--- config.mk ---
export PLATFORM = sky130hd
export DESIGN_NAME = mem_dump_sequencer
export DESIGN_NICKNAME = d
export VERILOG_FILES = /design/src/rtl/mem_dump_sequencer.sv
export SDC_FILE = /design/constraint.sdc
export NUM_CORES = 1
export LEC_CHECK = 0
export CAP_MARGIN = 5
export CORE_UTILIZATION = 40
export CTS_BUF_LIST = sky130_fd_sc_hd__clkbuf_4
export CTS_CLUSTER_DIAMETER = 120
export DETAILED_ROUTE_END_ITERATION = 12
export GPL_TIMING_DRIVEN = 0
export PLACE_DENSITY = 0.67
export SLEW_MARGIN = 20
export SYNTH_ARGS = -nofsm -noshare
export SYNTH_HDL_FRONTEND = slang
export SYNTH_SLANG_ARGS = --single-unit
--- constraint.sdc ---
create_clock -name i_clk -period 2.5 [get_ports i_clk]
set_clock_uncertainty 0.05 [all_clocks]
set_input_delay 0.625 -clock i_clk [delete_from_list [all_inputs] [get_ports i_clk]]
set_output_delay 0.625 -clock i_clk [all_outputs]
set_load 0.02 [all_outputs]
--- src/rtl/mem_dump_sequencer.sv ---
// Streams data memory words 0..last out of the debug read port as LSB-first bytes
// over a valid/ready link. Optional trailing XOR checksum byte: DUMP_CHECKSUM_EN.
//
// state | meaning
// IDLE  | waiting for a start; pointer and byte counter held at 0
// LOAD  | capture the word at the debug pointer
// SEND  | present byte cnt until the transmitter takes it
// NEXT  | stop at the latched last word, else advance the pointer
// CSUM  | present the XOR checksum byte (checksum build only)
// DONE  | one-cycle completion pulse, pointer back to 0
module mem_dump_sequencer #(
   parameter int TAM_DATA  = 32,
   parameter int NUM_BYTES = TAM_DATA / 8,
   parameter int NUM_DIREC = 7
) (
   input  logic                 i_clk,
   input  logic                 i_reset,
   input  logic                 i_start,
   input  logic [NUM_DIREC-1:0] i_last_addr,
   input  logic [TAM_DATA-1:0]  i_debug_read,
   output logic [NUM_DIREC-1:0] o_debug_pointer,
   output logic [7:0]           o_tx_data,
   output logic                 o_tx_valid,
   input  logic                 i_tx_ready,
   output logic                 o_busy,
   output logic                 o_done
);

   localparam int CNT_W = (NUM_BYTES > 1) ? $clog2(NUM_BYTES) : 1;

   typedef enum logic [2:0] {
      ST_IDLE = 3'd0,
      ST_LOAD = 3'd1,
      ST_SEND = 3'd2,
      ST_NEXT = 3'd3,
      ST_DONE = 3'd4
`ifdef DUMP_CHECKSUM_EN
      , ST_CSUM = 3'd5
`endif
   } state_t;

   state_t               state;
   logic [NUM_DIREC-1:0] ptr;
   logic [NUM_DIREC-1:0] last_addr;
   logic [TAM_DATA-1:0]  word;
   logic [CNT_W-1:0]     cnt;
   logic [7:0]           word_byte;
`ifdef DUMP_CHECKSUM_EN
   logic [7:0]           csum;
`endif

   always_comb begin
      word_byte = '0;
      for (int b = 0; b < NUM_BYTES; b++) begin
         if (cnt == CNT_W'(b)) word_byte = word[8*b +: 8];
      end
   end

   always_ff @(posedge i_clk or posedge i_reset) begin
      if (i_reset) begin
         state     <= ST_IDLE;
         ptr       <= '0;
         last_addr <= '0;
         word      <= '0;
         cnt       <= '0;
`ifdef DUMP_CHECKSUM_EN
         csum      <= '0;
`endif
      end else begin
         case (state)
            ST_IDLE: begin
               ptr <= '0;
               cnt <= '0;
               if (i_start) begin
                  last_addr <= i_last_addr;
`ifdef DUMP_CHECKSUM_EN
                  csum      <= '0;
`endif
                  state     <= ST_LOAD;
               end
            end
            ST_LOAD: begin
               word  <= i_debug_read;
               cnt   <= '0;
               state <= ST_SEND;
            end
            ST_SEND: begin
               if (i_tx_ready) begin
`ifdef DUMP_CHECKSUM_EN
                  csum <= csum ^ word_byte;
`endif
                  if (cnt == CNT_W'(NUM_BYTES - 1)) state <= ST_NEXT;
                  else                              cnt   <= cnt + CNT_W'(1);
               end
            end
            ST_NEXT: begin
               // Compare before incrementing so a full-range dump never wraps.
               if (ptr == last_addr) begin
`ifdef DUMP_CHECKSUM_EN
                  state <= ST_CSUM;
`else
                  state <= ST_DONE;
`endif
               end else begin
                  ptr   <= ptr + NUM_DIREC'(1);
                  state <= ST_LOAD;
               end
            end
`ifdef DUMP_CHECKSUM_EN
            ST_CSUM: begin
               if (i_tx_ready) state <= ST_DONE;
            end
`endif
            ST_DONE: begin
               ptr   <= '0;
               state <= ST_IDLE;
            end
            default: state <= ST_IDLE;
         endcase
      end
   end

   assign o_debug_pointer = ptr;
   assign o_busy          = (state != ST_IDLE);
   assign o_done          = (state == ST_DONE);
`ifdef DUMP_CHECKSUM_EN
   assign o_tx_valid = (state == ST_SEND) || (state == ST_CSUM);
   assign o_tx_data  = (state == ST_CSUM) ? csum : word_byte;
`else
   assign o_tx_valid = (state == ST_SEND);
   assign o_tx_data  = word_byte;
`endif

endmodule

==> results.cfg, run 1 <==
[floorplan]
dieHeight_um = 80.7
dieArea_um2 = 6510
pin_count = 61
die-width_um = 80.7
start_util = 0.416
fp.coreArea_um2 = 5960
fp-row-count = 28

[critical_path]
critPathLaunchType = flop
worstReg2RegEnd = word[27]$_DFFE_PP0P_
reg2reg_from = state[0]$_DFFE_PP0P_
rr_worst_depth = 3
critPathRequiredTime_ns = 1.82
crit_fanout = 7
startpoint = cnt[0]$_DFFE_PP0P_
path_class = reg2out
worstPathArrival_ns = 1.91
critPathCapture = o_tx_data[4]
ff2ff_setup_slack_ns = 0.81
worstSetupEndpointType = primary output
crit_path_top_delay_cell = dfrtp_1
path_cells = inv_2 -> ha_4 -> nor2b_4 -> buf_8 -> a22oi_2 -> nor2_2 -> a21oi_1 -> o21ai_1 -> buf_4
critical_path.max_stage_delay_ns = 0.46

[clocking]
cts_max_level = 2
cts.clk_slew.worst_paths_ns = 0.15
clk_latency_ns = 0.36
clock-root-buffer = clkbuf_4
cts_tree = yes
clkSinkCount = 51
cts_buffers = 5
holdBufCountCts = 0
clockBufferDepth = 2

[yosys]
ys_top_cells_by_area = dfrtp_1 (52%), mux2_2 (16%), a21oi_1 (2.6%)
syn_area_per_cell_um2 = 11.7
synth_cell_types = 38
synthesis.area_um2 = 2480
syn_inst = 212
yosysTopAreaCellShare = 0.515
yosys_warnings = 0
post-synth-top-area-cell = dfrtp_1
ys_ff_latch = 51
synth_nets = 260
ys_seq_area_frac = 0.515

[final_layout]
syn_to_final_growth_pct = 38.0
fin_area_um2 = 3420
fillerInstances = 525
insertedDiodeCount = 0
nets = 335
drive_above_1_share = 0.332

[power_and_ir_drop]
seq_power_share = 0.359
finalPower_uw = 4000
switching_share = 0.386
power_frac_comb = 0.554
vdd_ir_drop_max_mv = 0.615
power_frac_clock = 0.087
cellPowerDensity_nw_per_um2 = 1170
p_switching_uw = 1540
internal_power_uw = 2460
leakagePower_uw = 0.00141

[placement]
place_hpwl_um = 3840
pre_cts_slack_ns = -0.607
place_congestion = 0.761
port_buffers = 60
placed_area_um2 = 3190

[global_routing]
grt_max_degree = 28
antenna_found_initial = 0
grt.total_usage = 0.183
grt_pass1_wl_um = 8940
grt_pass1_vias = 1864
overflow = 0

[drt]
route.antenna.remaining_nets = 0
routed_wl_um = 5510
drt_pass1_iterations = 4
routed_via_density = 5.07
vias = 1831
drc = 0
wl_per_cell_um = 15.2
drtIter0Drc = 79

[outcome]
violations = negative setup slack
outcome = finished with violations

[sta]
layout_min_cycle_time_ns = 2.58
relSlewSlack = 0.605
max_freq_mhz = 388
fin_ws_ns = -0.0801
finalCritPeriodShare = 1.03
report.final.slew_viol_count = 0
finalSetupViolCount = 7
rsz0062_at_grt = true
hold_viol = 0
worst_pin_slew_ns = 0.592

[flow_run]
drv_cap = 0

[hold_path]
hp-class = reg2reg
[through the flow]
step           setup TNS, ns   util  instances  hold slack (ns)
2_1_floorplan              0      -        212            0.408
3_3_place_gp          -26.73  0.532        347            0.419
3_5_place_dp           -4.24  0.536        348            0.429
4_1_cts               -0.361  0.555        356            0.462
5_1_grt                -1.21  0.574        361            0.489
6_report              -0.223  0.574        361            0.457
[Yosys cell counts]
cell type	count
ha_1	5
nor4_1	1
nand2_1	14
nand3b_1	2
or2_2	2
nor3b_4	1
dfrtp_1	51
nand4_1	2
a22oi_1	7
o21ai_1	2
o211ai_1	2
xnor2_1	7
a21oi_1	13
nor3_1	3
mux2_2	36
buf_2	3
nor2b_1	1
inv_1	7
buf_1	1
mux2_1	3
mux2i_1	1
nand3_1	5
o22ai_1	1
buf_6	3
nand2b_1	1
and2_1	2
clkbuf_1	5
o21ai_0	11
o31ai_1	2
nor2_8	1
nand3b_4	1
o41ai_1	1
buf_4	1
o21bai_1	1
nor2_1	10
or3_4	1
or3_1	1
o311ai_0	1
[flip-flops by register name, summed over array words and instances (netlist names)]
register,cells
cnt,2
o_debug_pointer,7
word,32
state,3
last_addr,7
[layer usage]
layer / wire length (µm) / vias to the layer above / GRT usage
met5: 0 / - / 0
met4: 14 / 0 / 0.0411
met3: 232 / 2 / 0.0443
met2: 2670 / 47 / 0.304
met1: 2590 / 887 / 0.239
li1: - / 895 / -
[worst min-delay path by stage]
stage          cells after the start              endpoint  slack, ns            startpoint
6_report                           1  word[29]$_DFFE_PP0P_       0.46  word[29]$_DFFE_PP0P_
5_1_grt                            1  word[22]$_DFFE_PP0P_       0.49  word[22]$_DFFE_PP0P_
4_1_cts                            1  word[29]$_DFFE_PP0P_       0.46  word[29]$_DFFE_PP0P_
3_5_place_dp                       1  word[29]$_DFFE_PP0P_       0.43  word[29]$_DFFE_PP0P_
3_3_place_gp                       1  word[26]$_DFFE_PP0P_       0.42  word[26]$_DFFE_PP0P_
2_1_floorplan                      1  word[26]$_DFFE_PP0P_       0.41  word[26]$_DFFE_PP0P_
[layout make-up]
cell class                      count  area [µm²]  share of cell area
Clock inverter                      1        7.51             0.00220
Tap cell                           75        93.8              0.0275
Multi-Input combinational cell    141        1210               0.353
Buffer                             10        95.1              0.0278
Sequential cell                    51        1280               0.373
Inverter                            7        26.3             0.00769
Clock buffer                        5        37.5              0.0110
Timing Repair Buffer               71         673               0.197
[power groups by stage]
stage / combinational [µW] / sequential [µW] / clock (µW)
after floorplan: 1350 / 1390 / 0
after global placement: 1960 / 1420 / 0
after detailed placement: 1990 / 1440 / 0
after CTS: 2070 / 1420 / 358
after global routing: 2420 / 1490 / 394
final: 2220 / 1440 / 349
[logic make-up (layout without fill, tap and decap cells)]
logic type / count (synthesis) / after routing / share of synthesized area
DFF: 51 / 51 / 0.515
and+or+nand+nor: 48 / 48 / 0.112
AOI/OAI and AO/OA: 41 / 41 / 0.0985
muxes: 40 / 40 / 0.181
buffers and inverters: 20 / 94 / 0.0424
xor gates and xnor gates: 7 / 7 / 0.0248
adders and majority gates: 5 / 5 / 0.0253
[cells in the final DEF (no fill, tap or decap), types with 3 or more instances in the layout]
cell             count
buf_4               18
dfrtp_1             51
xnor2_1              7
nand3_1              5
buf_6                4
inv_1                4
inv_2                3
nor3_1               3
ha_4                 4
clkdlybuf4s50_1     49
nand2_1             14
mux2_1               3
mux2_2              36
a22oi_2              7
nor2_1               8
a21oi_1             11
o21ai_0              5
clkbuf_4             5
o21ai_1              8
buf_2                3
[repair_timing]
item	CTS	global route
gates resized for setup	73	18
setup buffers	4	7
setup endpoints to repair	10	9
pin swaps	4	6
[worst max-delay path, delay by kind of cell, from the launching register on]
kind	cells	cell delay [ns]
fa+ha+maj	1	0.15
compound gates	3	0.25
simple gates	2	0.28
flops	1	0.46
buf+inv	3	0.43
No activity file was read; power rests on OpenSTA's default activity.
==> run 2: changes to the inputs <==
--- a/config.mk
+++ b/config.mk
@@ -6,12 +6,12 @@
 export NUM_CORES = 1
 export LEC_CHECK = 0
 export CAP_MARGIN = 5
-export CORE_UTILIZATION = 40
+export CORE_UTILIZATION = 51
 export CTS_BUF_LIST = sky130_fd_sc_hd__clkbuf_4
 export CTS_CLUSTER_DIAMETER = 120
 export DETAILED_ROUTE_END_ITERATION = 12
 export GPL_TIMING_DRIVEN = 0
-export PLACE_DENSITY = 0.67
+export PLACE_DENSITY = 0.82
 export SLEW_MARGIN = 20
 export SYNTH_ARGS = -nofsm -noshare
 export SYNTH_HDL_FRONTEND = slang
==> run 2 against run 1 <==
Net effect: the run still ends with negative setup slack left; clock power rose by 9.7%; largest power group unchanged; combinational power fell by 2%; die area down 21%; register-to-register slack got worse by 0.02 ns; largest cell class unchanged; sequential power hardly changed; hold slack got worse by 0.0042 ns; critical endpoint unchanged.
==> results.cfg, run 2 (synthesized netlist as in run 1, its figures left out) <==
[final_layout]
fillerInstances = 319
syn_to_final_growth_pct = 34.6
drive_above_1_share = 0.329
fin_area_um2 = 3330
largest_reg_flops = 32
final_common_cell = dfrtp_1
fin_util = 0.740
nets = 333
top_register = word
layout_common_cells = dfrtp_1 (50), clkdlybuf4s50_1 (49), mux2_2 (36)
insertedDiodeCount = 0

[global_routing]
grt.total_usage = 0.227
grt_pass1_wl_um = 8850
grt_max_degree = 36
grt_pass1_vias = 1834
overflow = 0
antenna_found_initial = 0

[sta]
finalSetupViolCount = 7
worst_pin_slew_ns = 0.397
rsz0062_at_grt = true
layout_min_cycle_time_ns = 2.65
relSlewSlack = 0.735
whs_ns = 0.453
fin_ws_ns = -0.149
max_freq_mhz = 378
finalCritPeriodShare = 1.06
report.final.slew_viol_count = 0
hold_viol = 0

[floorplan]
die-width_um = 71.7
fp.coreArea_um2 = 4500
dieArea_um2 = 5140
pin_count = 61
dieHeight_um = 71.7
start_util = 0.550
fp-row-count = 24

[critical_path]
crit_fanout = 7
path_class = reg2out
critPathLaunchType = flop
critPathRequiredTime_ns = 1.82
startpoint = cnt[0]$_DFFE_PP0P_
reg2reg_from = state[1]$_DFFE_PP0P_
worstPathArrival_ns = 1.97
worstSetupEndpointType = primary output

[power_and_ir_drop]
vdd_ir_drop_max_mv = 0.548
cellPowerDensity_nw_per_um2 = 1200
leakagePower_uw = 0.00140
finalPower_uw = 4010

[drt]
route.antenna.remaining_nets = 0
drc = 0
routed_via_density = 5.47
wl_per_cell_um = 16.1
drtIter0Drc = 127
drt_pass1_iterations = 4
vias = 1848
routed_wl_um = 5430

[clocking]
cts_max_level = 2
clock-root-buffer = clkbuf_4
cts.clk_slew.worst_paths_ns = 0.14
cts_buffers = 5
cts_tree = yes
clkSinkCount = 51
clockBufferDepth = 2
clk_latency_ns = 0.37

[outcome]
outcome = finished with violations
violations = negative setup slack

[placement]
port_buffers = 60
place_congestion = 0.787
placed_area_um2 = 3160
place_hpwl_um = 3900

[hold_path]
min-delay-start = word[22]$_DFFE_PP0P_
hp-class = reg2reg

[flow_run]
drv_cap = 0
run 2: cell types whose count changed in the layout (fill, tap and decap cells not counted), moves of 2 or more:
cell,delta
clkbuf_4,+2
buf_4,-2
ha_4,-3
ha_2,+2
run 2: path summary, 6_finish.rpt:
| kind | slack, ns | endpoint | cells after the start |
|---|---|---|---|
| min reg2reg | 0.45 | word[22]$_DFFE_PP0P_ | 1 |
| min in group asynchronous | 0.48 | word[19]$_DFFE_PP0P_ | 2 |
| max in group asynchronous | 1.40 | cnt[0]$_DFFE_PP0P_ | 3 |
| max | -0.15 | o_tx_data[4] | 9 |
| min | 0.45 | word[22]$_DFFE_PP0P_ | 1 |
| max reg2reg | 0.79 | word[14]$_DFFE_PP0P_ | 4 |
run 2: power breakdown:
part	internal, µW	leakage (µW)	switching [µW]	total (µW)
clock	132	0.0000361	251	383
sequential	1190	0.000616	256	1450
combinational	1130	0.000743	1040	2180
total	2460	0.00140	1550	4010
run 2: stage by stage:
step                setup slack, ns  setup TNS (ns)  cells
CTS                          -0.156          -0.900    336
global route                 -0.249           -1.71    338
detailed placement           -0.529           -3.73    325
global placement             -0.519          -22.03    324
finish                       -0.149          -0.694    338
floorplan                    0.0504               0    212
run 2: final cells by class:
type | instances | area (µm²) | share of cell area
repair buffers | 68 | 647 | 0.194
plain buffers | 11 | 93.8 | 0.0282
inverters | 7 | 26.3 | 0.00789
clock inverters | 1 | 5.00 | 0.00150
well taps | 52 | 65.1 | 0.0195
clock buffers | 7 | 52.6 | 0.0158
flip-flops and latches | 51 | 1280 | 0.383
multi-input cells | 141 | 1160 | 0.350
run 2: repair_timing:
item | CTS | global route
gates resized for setup | 64 | 20
buffers inserted | 5 | 2
hold buffers | 0 | 0
endpoints found under the setup margin | 11 | 8
pin swaps | 2 | 7
run 2: metal layers:
metal  share of wire  up-vias  track usage
met5               0        -            0
met4          0.0087        0       0.0588
met3           0.039        6       0.0506
met2            0.49       45        0.366
met1            0.46      909        0.313
li1                -      888            -
run 2: critical path: stages, from the launching register on:
cell and delay, ns:
dfrtp_2 0.44, inv_2 0.06, ha_1 0.22, nor2b_4 0.14, buf_8 0.13, a22oi_2 0.21
nor2_2 0.07, a21oi_2 0.10, o21ai_1 0.07, buf_4 0.16
==> run 3: changes to the inputs <==
--- a/config.mk
+++ b/config.mk
@@ -5,6 +5,7 @@
 export SDC_FILE = /design/constraint.sdc
 export NUM_CORES = 1
 export LEC_CHECK = 0
+export ABC_AREA = 0
 export CAP_MARGIN = 5
 export CORE_UTILIZATION = 51
 export CTS_BUF_LIST = sky130_fd_sc_hd__clkbuf_4
==> results of run 3 <==
Final layout, timing and power as in run 2 (identical DEF).
==> edit (flow settings as in run 2) <==
`TAM_DATA`: 32 -> 64.
--- a/src/rtl/mem_dump_sequencer.sv
+++ b/src/rtl/mem_dump_sequencer.sv
@@ -11,3 +11,3 @@
 module mem_dump_sequencer #(
-   parameter int TAM_DATA  = 32,
+   parameter int TAM_DATA  = 64,
    parameter int NUM_BYTES = TAM_DATA / 8,
Interface: changed (resized i_debug_read); port bits go from 61 to 93. The function was not compared with the original's and may differ.
==> edit against run 2 <==
The flow still finishes with violations (negative setup slack); sequential cell count grew 33; global-route usage is 3.4 points higher; total power up 74%; synthesized area rose by 65%; count of clock-buffer cells in the layout up 2; routed wire length grew 100%; worst setup slack got worse by 280 ps; largest power group unchanged; largest cell class unchanged; hold slack better by 5.5 ps; final area rose by 74%; sequential power rose by 70%; utilization rose by 0.79 points.
==> edit: results (changes against run 2) <==
| Metric | Value |
|---|---|
| Placed cell area | `5230 sq um (was 3160 sq um)` |
| R2R setup slack | `570 ps (was 790 ps)` |
| Clk pwr | `815 uW (was 383 uW)` |
| P_sw | `2.71 mW (was 1.55 mW)` |
| Wire length per cell | `19.0 um (was 16.1 um)` |
| Max reg flops | `64 (was 32)` |
| Port Buffers | `92 (was 60)` |
| Leak | `2.44 nW (was 1.40 nW)` |
| First-pass GRT wire length | `16,700 um (was 8850 um)` |
| Post-synth cell types | `39 (was 38)` |
| Routability cong. | `0.835 (was 0.787)` |
| Fillers | `493 (was 319)` |
| Seq/Total Area, Yosys | `51.3% (was 51.5%)` |
| Place WS | `-949 ps (was -529 ps)` |
| Setup violators final | `8 (was 7)` |
| Failing checks | `negative setup slack (unchanged)` |
| Final worst setup slack | `-427 ps (was -149 ps)` |
| R2r endpoint | `word[60]$_DFFE_PP0P_ (was word[14]$_DFFE_PP0P_)` |
| Share of post-route cells with drive strength above 1 | `37.0% (was 32.9%)` |
| Nets@finish | `556 (was 333)` |
| 1st-iter DRT viols | `234 (was 127)` |
| Most instantiated cells after synthesis | `dfrtp_1 (84), mux2_2 (65), o21ai_0 (30) (was dfrtp_1 (51), mux2_2 (36), nand2_1 (14))` |
| DP HPWL | `7330 um (was 3900 um)` |
| All-Layer GR Usage | `26.1% (was 22.7%)` |
| Routed via count | `3,349 (was 1,848)` |
| Syn Nets | `440 (was 260)` |
| Outcome | `finished, violations left (unchanged)` |
| Worst-Skew Late Latency | `430 ps (was 370 ps)` |
| Share of power burned in registers | `35.2% (was 36.1%)` |
| Top post-synthesis cells by area | `dfrtp_1 (51%), mux2_2 (18%), o21ai_0 (3.7%) (was dfrtp_1 (52%), mux2_2 (16%), a21oi_1 (2.6%))` |
| End point of the critical path | `o_tx_data[6] (was o_tx_data[4])` |
| Largest net degree at the start of global routing | `33 (was 36)` |
| CP max FO | `6 (was 7)` |
| Clock network power share | `11.7% (was 9.5%)` |
[edit: metal layers]
metal  GRT usage [%]  up-vias  routed length, um
met5               0        -                  0
met4            11.4        0                320
met3            4.73       27                667
met2            45.8      128               5670
met1            31.3     1676               4370
li1                -     1518                  -
[edit: layout make-up]
class	instances	area (sq um)	area share (%)
Sequential cell	84	2110	36.3
Timing Repair Buffer	106	1090	18.7
Buffer	19	176	3.04
Multi-Input combinational cell	240	2100	36.1
Inverter	14	68.8	1.19
Clock buffer	9	67.6	1.16
Tap cell	102	128	2.20
Clock inverter	7	75.1	1.29
[edit: worst min-delay path by stage]
| stage | start | endpoint | slack, ps |
|---|---|---|---|
| 2_1_floorplan | word[57]$_DFFE_PP0P_ | word[57]$_DFFE_PP0P_ | 410 |
| 6_report | word[57]$_DFFE_PP0P_ | word[57]$_DFFE_PP0P_ | 460 |
| 4_1_cts | word[57]$_DFFE_PP0P_ | word[57]$_DFFE_PP0P_ | 460 |
| 5_1_grt | word[6]$_DFFE_PP0P_ | word[6]$_DFFE_PP0P_ | 500 |
| 3_5_place_dp | word[57]$_DFFE_PP0P_ | word[57]$_DFFE_PP0P_ | 430 |
| 3_3_place_gp | word[49]$_DFFE_PP0P_ | word[49]$_DFFE_PP0P_ | 430 |
[edit: kinds of logic after synthesis]
logic type               share of synthesized area (%)
multiplexers                                      19.4
AO/OA/AOI/OAI                                     12.1
buffers and inverters                             3.57
flip-flops                                        51.3
XOR/XNOR                                          2.14
AND/OR/NAND/NOR                                   9.32
adder cells (fa/ha/maj)                           2.14
[edit: worst max-delay path, stage by stage (launching register included)]
cell and delay, ps:
dfrtp_2 440, inv_2 70, ha_2 200, buf_6 140, clkbuf_16 160, a2111oi_4 350, o22a_1 250, o21ai_4 70
buf_6 140
